[src/rtl/alu_muldiv_seq_if.sv]
// Bundle between the core, the multi-cycle mul/div sequencer and the shared ALU.
// The slave side is the sequencer. The master side is the environment: the core
// issues requests, and the ALU returns alu_c.
interface alu_muldiv_seq_if #(
  parameter int XLEN = 32
) ();
  logic            start;
  logic [1:0]      op;
  logic [XLEN-1:0] opa;
  logic [XLEN-1:0] opb;
  logic            busy;
  logic            done;
  logic [XLEN-1:0] result;
  logic [XLEN-1:0] alu_a;
  logic [XLEN-1:0] alu_b;
  logic [4:0]      alu_op;
  logic [XLEN-1:0] alu_c;

  modport master (
    output start, op, opa, opb, alu_c,
    input  busy, done, result, alu_a, alu_b, alu_op
  );

  modport slave (
    input  start, op, opa, opb, alu_c,
    output busy, done, result, alu_a, alu_b, alu_op
  );
endinterface

[src/rtl/alu_muldiv_seq.sv]
// Multi-cycle RV32M MUL (low word), DIVU and REMU sequencer.
// It performs one shift-add or restoring-divide step per cycle through the
// execute-stage ALU and holds the core off through busy until done pulses.
module alu_muldiv_seq #(
  parameter int XLEN = 32,
  parameter int ITER = 32
) (
  input  logic             i_clk,
  input  logic             i_rst,
  alu_muldiv_seq_if.slave  bus
);

  localparam int             CW        = $clog2(ITER);
  localparam logic [CW-1:0]  LAST_ITER = CW'(ITER - 1);

  localparam logic [1:0] OP_MUL  = 2'b00;
  localparam logic [1:0] OP_DIVU = 2'b01;
  localparam logic [1:0] OP_REMU = 2'b10;
  localparam logic [1:0] OP_RSVD = 2'b11;

  localparam logic [4:0] ALU_NOP = 5'b00000;
  localparam logic [4:0] ALU_ADD = 5'b00011;
  localparam logic [4:0] ALU_SUB = 5'b00100;

  localparam logic [1:0] S_IDLE = 2'd0;
  localparam logic [1:0] S_RUN  = 2'd1;
  localparam logic [1:0] S_DONE = 2'd2;

  // The working registers are shared by both algorithms:
  //   r_a : MUL accumulator / divide partial remainder
  //   r_b : MUL multiplicand / divide quotient (starts as dividend)
  //   r_c : MUL multiplier   / divisor
  logic [1:0]      r_state;
  logic [1:0]      r_op;
  logic [CW-1:0]   r_cnt;
  logic [XLEN-1:0] r_a;
  logic [XLEN-1:0] r_b;
  logic [XLEN-1:0] r_c;
  logic            r_busy;
  logic            r_done;
  logic [XLEN-1:0] r_result;

  logic [XLEN-1:0] w_rs;
  logic            w_carry;
  logic            w_ge;
  logic [XLEN-1:0] w_alu_a;
  logic [XLEN-1:0] w_alu_b;
  logic [4:0]      w_alu_op;
  logic [XLEN-1:0] w_a_nxt;
  logic [XLEN-1:0] w_b_nxt;
  logic [XLEN-1:0] w_c_nxt;
  logic [XLEN-1:0] w_result;

  // One iteration step: ALU drive plus next values of the working registers.
  always_comb begin
    // The shifted-in remainder can exceed 32 bits. The dropped top bit is kept
    // as a carry that forces the subtract.
    w_rs     = {r_a[XLEN-2:0], r_b[XLEN-1]};
    w_carry  = r_a[XLEN-1];
    w_ge     = w_carry | (w_rs >= r_c);
    w_alu_a  = '0;
    w_alu_b  = '0;
    w_alu_op = ALU_NOP;
    w_a_nxt  = r_a;
    w_b_nxt  = r_b;
    w_c_nxt  = r_c;
    if (r_state == S_RUN) begin
      if (r_op == OP_MUL) begin
        w_b_nxt = r_b << 1;
        w_c_nxt = r_c >> 1;
        if (r_c[0]) begin
          w_alu_a  = r_a;
          w_alu_b  = r_b;
          w_alu_op = ALU_ADD;
          w_a_nxt  = bus.alu_c;
        end else begin
          w_alu_op = ALU_NOP;
          w_a_nxt  = r_a;
        end
      end else begin
        w_alu_a  = w_rs;
        w_alu_b  = r_c;
        w_alu_op = ALU_SUB;
        if (w_ge) begin
          w_a_nxt = bus.alu_c;
          w_b_nxt = {r_b[XLEN-2:0], 1'b1};
        end else begin
          w_a_nxt = w_rs;
          w_b_nxt = {r_b[XLEN-2:0], 1'b0};
        end
      end
    end else begin
      w_alu_op = ALU_NOP;
    end
  end

  // Choose which working register becomes the result after the final step.
  always_comb begin
    w_result = '0;
    case (r_op)
      OP_MUL:  w_result = w_a_nxt;
      OP_DIVU: w_result = w_b_nxt;
      OP_REMU: w_result = w_a_nxt;
      default: w_result = '0;
    endcase
  end

  // Sequencer state, working registers and registered handshake outputs.
  always_ff @(posedge i_clk) begin
    if (i_rst) begin
      r_state  <= S_IDLE;
      r_op     <= 2'b00;
      r_cnt    <= '0;
      r_a      <= '0;
      r_b      <= '0;
      r_c      <= '0;
      r_busy   <= 1'b0;
      r_done   <= 1'b0;
      r_result <= '0;
    end else begin
      case (r_state)
        S_IDLE: begin
          r_done <= 1'b0;
          if (bus.start) begin
            r_op   <= bus.op;
            r_a    <= '0;
            r_b    <= bus.opa;
            r_c    <= bus.opb;
            r_cnt  <= '0;
            r_busy <= 1'b1;
            if (bus.op == OP_RSVD) begin
              r_state  <= S_DONE;
              r_done   <= 1'b1;
              r_result <= '0;
            end else if ((bus.op != OP_MUL) && (bus.opb == '0)) begin
              // Divide-by-zero results follow RISC-V: all ones, or the dividend.
              r_state  <= S_DONE;
              r_done   <= 1'b1;
              r_result <= (bus.op == OP_DIVU) ? {XLEN{1'b1}} : bus.opa;
            end else begin
              r_state <= S_RUN;
            end
          end else begin
            r_busy <= 1'b0;
          end
        end
        S_RUN: begin
          r_a   <= w_a_nxt;
          r_b   <= w_b_nxt;
          r_c   <= w_c_nxt;
          r_cnt <= r_cnt + {{(CW-1){1'b0}}, 1'b1};
          if (r_cnt == LAST_ITER) begin
            r_state  <= S_DONE;
            r_done   <= 1'b1;
            r_result <= w_result;
          end else begin
            r_state <= S_RUN;
          end
        end
        S_DONE: begin
          r_state <= S_IDLE;
          r_busy  <= 1'b0;
          r_done  <= 1'b0;
        end
        default: begin
          r_state <= S_IDLE;
          r_busy  <= 1'b0;
          r_done  <= 1'b0;
        end
      endcase
    end
  end

  assign bus.busy   = r_busy;
  assign bus.done   = r_done;
  assign bus.result = r_result;
  assign bus.alu_a  = w_alu_a;
  assign bus.alu_b  = w_alu_b;
  assign bus.alu_op = w_alu_op;

endmodule

[src/flat_wrapper.sv]
// flat-port wrapper written by rule: the top's interface ports become plain ports
module alu_muldiv_seq_flat 
#(
  parameter int XLEN = 32,
  parameter int ITER = 32
)
  (i_clk, i_rst, bus_start, bus_op, bus_opa, bus_opb, bus_alu_c, bus_busy, bus_done, bus_result, bus_alu_a, bus_alu_b, bus_alu_op);
  alu_muldiv_seq_if #(.XLEN(XLEN)) bus_i ();
  input  logic i_clk;
  input  logic i_rst;
  input wire logic [$bits(bus_i.start)-1:0] bus_start;
  input wire logic [$bits(bus_i.op)-1:0] bus_op;
  input wire logic [$bits(bus_i.opa)-1:0] bus_opa;
  input wire logic [$bits(bus_i.opb)-1:0] bus_opb;
  input wire logic [$bits(bus_i.alu_c)-1:0] bus_alu_c;
  output wire logic [$bits(bus_i.busy)-1:0] bus_busy;
  output wire logic [$bits(bus_i.done)-1:0] bus_done;
  output wire logic [$bits(bus_i.result)-1:0] bus_result;
  output wire logic [$bits(bus_i.alu_a)-1:0] bus_alu_a;
  output wire logic [$bits(bus_i.alu_b)-1:0] bus_alu_b;
  output wire logic [$bits(bus_i.alu_op)-1:0] bus_alu_op;
  assign bus_i.start = bus_start;
  assign bus_i.op = bus_op;
  assign bus_i.opa = bus_opa;
  assign bus_i.opb = bus_opb;
  assign bus_i.alu_c = bus_alu_c;
  assign bus_busy = bus_i.busy;
  assign bus_done = bus_i.done;
  assign bus_result = bus_i.result;
  assign bus_alu_a = bus_i.alu_a;
  assign bus_alu_b = bus_i.alu_b;
  assign bus_alu_op = bus_i.alu_op;
  alu_muldiv_seq #(.XLEN(XLEN), .ITER(ITER)) u_core (.i_clk(i_clk), .i_rst(i_rst), .bus(bus_i));
endmodule
[config.mk]
export PLATFORM = sky130hd
export DESIGN_NAME = alu_muldiv_seq_flat
export DESIGN_NICKNAME = d
export VERILOG_FILES = /design/src/rtl/alu_muldiv_seq_if.sv /design/src/rtl/alu_muldiv_seq.sv /design/src/flat_wrapper.sv
export SDC_FILE = /design/constraint.sdc
export NUM_CORES = 1
export LEC_CHECK = 0
export CORE_MARGIN = 2
export CORE_UTILIZATION = 42
export DETAILED_ROUTE_END_ITERATION = 10
export PLACE_DENSITY = 0.69
export SLEW_MARGIN = 30
export SYNTH_ARGS = -nofsm -noshare
export SYNTH_HDL_FRONTEND = slang
export SYNTH_SLANG_ARGS = --single-unit
[constraint.sdc]
create_clock -name i_clk -period 7.7 [get_ports i_clk]
set_input_delay 1.54 -clock i_clk [delete_from_list [all_inputs] [get_ports i_clk]]
set_output_delay 1.54 -clock i_clk [all_outputs]
set_load 0.005 [all_outputs]
==> results_dict.tcl <==
set metrics [dict create \
    rsz0062_at_grt "no" \
    cap_viol_max_count 0 \
    hpwl_um 23960 \
    synth_area_leader_cell "dfxtp_1" \
    hold_viol 0 \
    status "completed" \
    wl_met1_um 13510 \
    place_inst 1474 \
    route.met3.wl_um 3548 \
    dieHeight_um 148.1 \
    core_um2 20300 \
    holdWs_ps 481.5 \
    root_buffer "clkbuf_16" \
    htree_num_levels 4 \
    cp-end-kind "primary output" \
    netlist_area_um2 8722 \
    antenna_left 0 \
    dr.pass1.iters 6 \
    p_leak_uw 0.004203 \
    antenna_found_initial 0 \
    clock_sinks 139 \
    synthFlopType "dfxtp_1" \
    die_x_um 148.1 \
    synth.distinct_cells 64 \
    layout.nets 1359 \
    pwr_density_cell_nw_per_um2 205.1 \
    clkSlewWorstSetupHoldPaths_ps 60 \
    setup_violations 0 \
    cts_buffers 17 \
    io_buffers 201 \
    syn-instance-count 1094 \
    wl_met2_um 15030 \
    synthTopCellsByArea "dfxtp_1 32%, nor2_1 6.5%, a22o_1 6.2%" \
    overflow 0 \
    diodes 0 \
    yosysMostFrequentCell "nor2_1" \
    worst_pin_slew_ps 954.0 \
    max_freq_ghz 0.2056 \
    synth_common_cells "151 x nor2_1, 139 x dfxtp_1, 96 x nand2_1" \
    drc 0 \
    synthArstFlopShare_pct 0 \
    avgSynthCellArea_um2 7.973 \
    instances_no_fill 1506 \
    cts_setup_buffers 0 \
    cts_buffer_depth 2 \
    track_usage_pct 29.75 \
    critPathKind "register to primary output" \
    dieArea_um2 21940 \
    grt_first_pass_wirelength_um 50330 \
    ys_warn_count 0 \
    grt_start_max_net_pins 69 \
    drive_above_1_share_pct 7.362 \
    drv_slew 0 \
    hold_buffers 0 \
    cp-start-kind "register" \
    relSlewSlack_pct 36.33 \
    wl_um 33540 \
    cp.arrival_ps 3320 \
    ir_worst_vdd_mv 0.1715 \
    cts_tree "built" \
    ys_ff_latch 139 \
    cp_max_fo 44 \
    ys_seq_area_share_pct 31.90 \
    period_share_pct 63.17 \
    cts_resized 0 \
    via_per_inst 6.336 \
    worstHoldPathType "register to register" \
    synth_edf_count 0 \
    ioPinCount 204 \
    critPathRequiredTime_ps 6160 \
    syn_to_final_growth_pct 30.66 \
    place_congestion 0.8859 \
    start_util_pct 42.97 \
    first_iter_violations 990 \
    top_layer_used "met4" \
    wire_per_inst_um 22.27 \
    tns_ps 0 \
    grt_pass1_vias 8647 \
    skew_ps 10.59 \
    vias 9542 \
    insertion_delay_ps 430 \
    yosysTopAreaCellShare_pct 31.90 \
    timing.final.crit_period_ps 4864 \
    rows 52 \
]
[report_power, final]
group	internal [uW]	total (uW)	switching (uW)
combinational	249	616	367
sequential	780	867	87.0
clock	524	854	331
total	1550	2340	785
[cell families after synthesis]
group	synth area share [%]
AND/OR/NAND/NOR	16.51
AO/OA/AOI/OAI	36.58
adder cells (fa/ha/maj)	5.136
multiplexers	1.392
other	0.04299
buffers and inverters	8.435
flip-flops	31.90
[path summary, 6_finish.rpt]
check | startpoint | endpoint | slack (ps) | depth (start not counted)
max | u_core.r_state[0] | bus_alu_b[9] | 2840 | 6
min | u_core.bus.result[24] | u_core.bus.result[24] | 480 | 2
max reg2reg | u_core.r_c[27] | u_core.r_a[20] | 3840 | 10
min reg2reg | u_core.bus.result[24] | u_core.bus.result[24] | 480 | 2
[registers in the layout, summed over array words and instances, names as in the netlist]
register	count
u_core.r_b	32
u_core.r_cnt	5
u_core.r_state	2
u_core.bus.done	1
u_core.r_a	32
u_core.bus.busy	1
u_core.bus.result	32
u_core.r_op	2
u_core.r_c	32
[worst max-delay path, stage by stage (launching register included)]
cell and delay [ps]:
dfxtp_1 670, nand2_1 100, buf_4 280, nor2_4 510
buf_4 540, a22o_1 240, clkdlybuf4s50_1 510
[cell usage in the layout (no fill, tap or decap), types with 4 or more instances in the layout]
cell             count
nand2_1             96
or2_2                6
a21boi_2             6
o41ai_1             11
nand3_1             30
clkinv_2             5
o22ai_1             30
nand4_1              6
o211ai_1             7
dfxtp_1            139
a311oi_2             9
ha_1                35
buf_4               20
a211o_1             12
a311oi_1            42
inv_1               66
a22oi_1              4
a21oi_1             47
a221oi_1            32
a311o_1             15
nand2b_1            13
a21o_1               4
nor4_1               8
clkdlybuf4s50_1    200
a31oi_1             28
mux2i_1             11
o21ai_0             21
a211oi_1            14
or4_1                4
nor2_1             146
clkbuf_16           17
a22o_1              62
a32o_1              29
[routing by layer]
| layer | track usage (%) | vias up |
|---|---|---|
| met3 | 8.221 | 67 |
| met1 | 39.21 | 4541 |
| met2 | 45.46 | 540 |
| li1 | - | 4394 |
| met4 | 13.52 | 0 |
| met5 | 0 | - |
[final cells by class]
class	count	area [um2]
Multi-Input combinational cell	778	5269
Tap cell	270	337.8
Clock buffer	20	456.7
Clock inverter	12	146.4
Sequential cell	139	2783
Fill cell	1877	8904
Timing Repair Buffer	220	2152
Inverter	67	251.5
[per-stage QoR]
step	area (um2)	power, uW	utilization, %	setup slack [ps]
2_1_floorplan	8726	1255	-	4487
5_1_grt	11400	2426	56.14	2667
3_5_place_dp	10790	1481	53.13	3185
4_1_cts	11390	2323	56.10	2877
6_report	11400	2338	56.14	2836
3_3_place_gp	10780	1471	53.11	3256
Note: power is estimated with default switching activity, not from simulation.
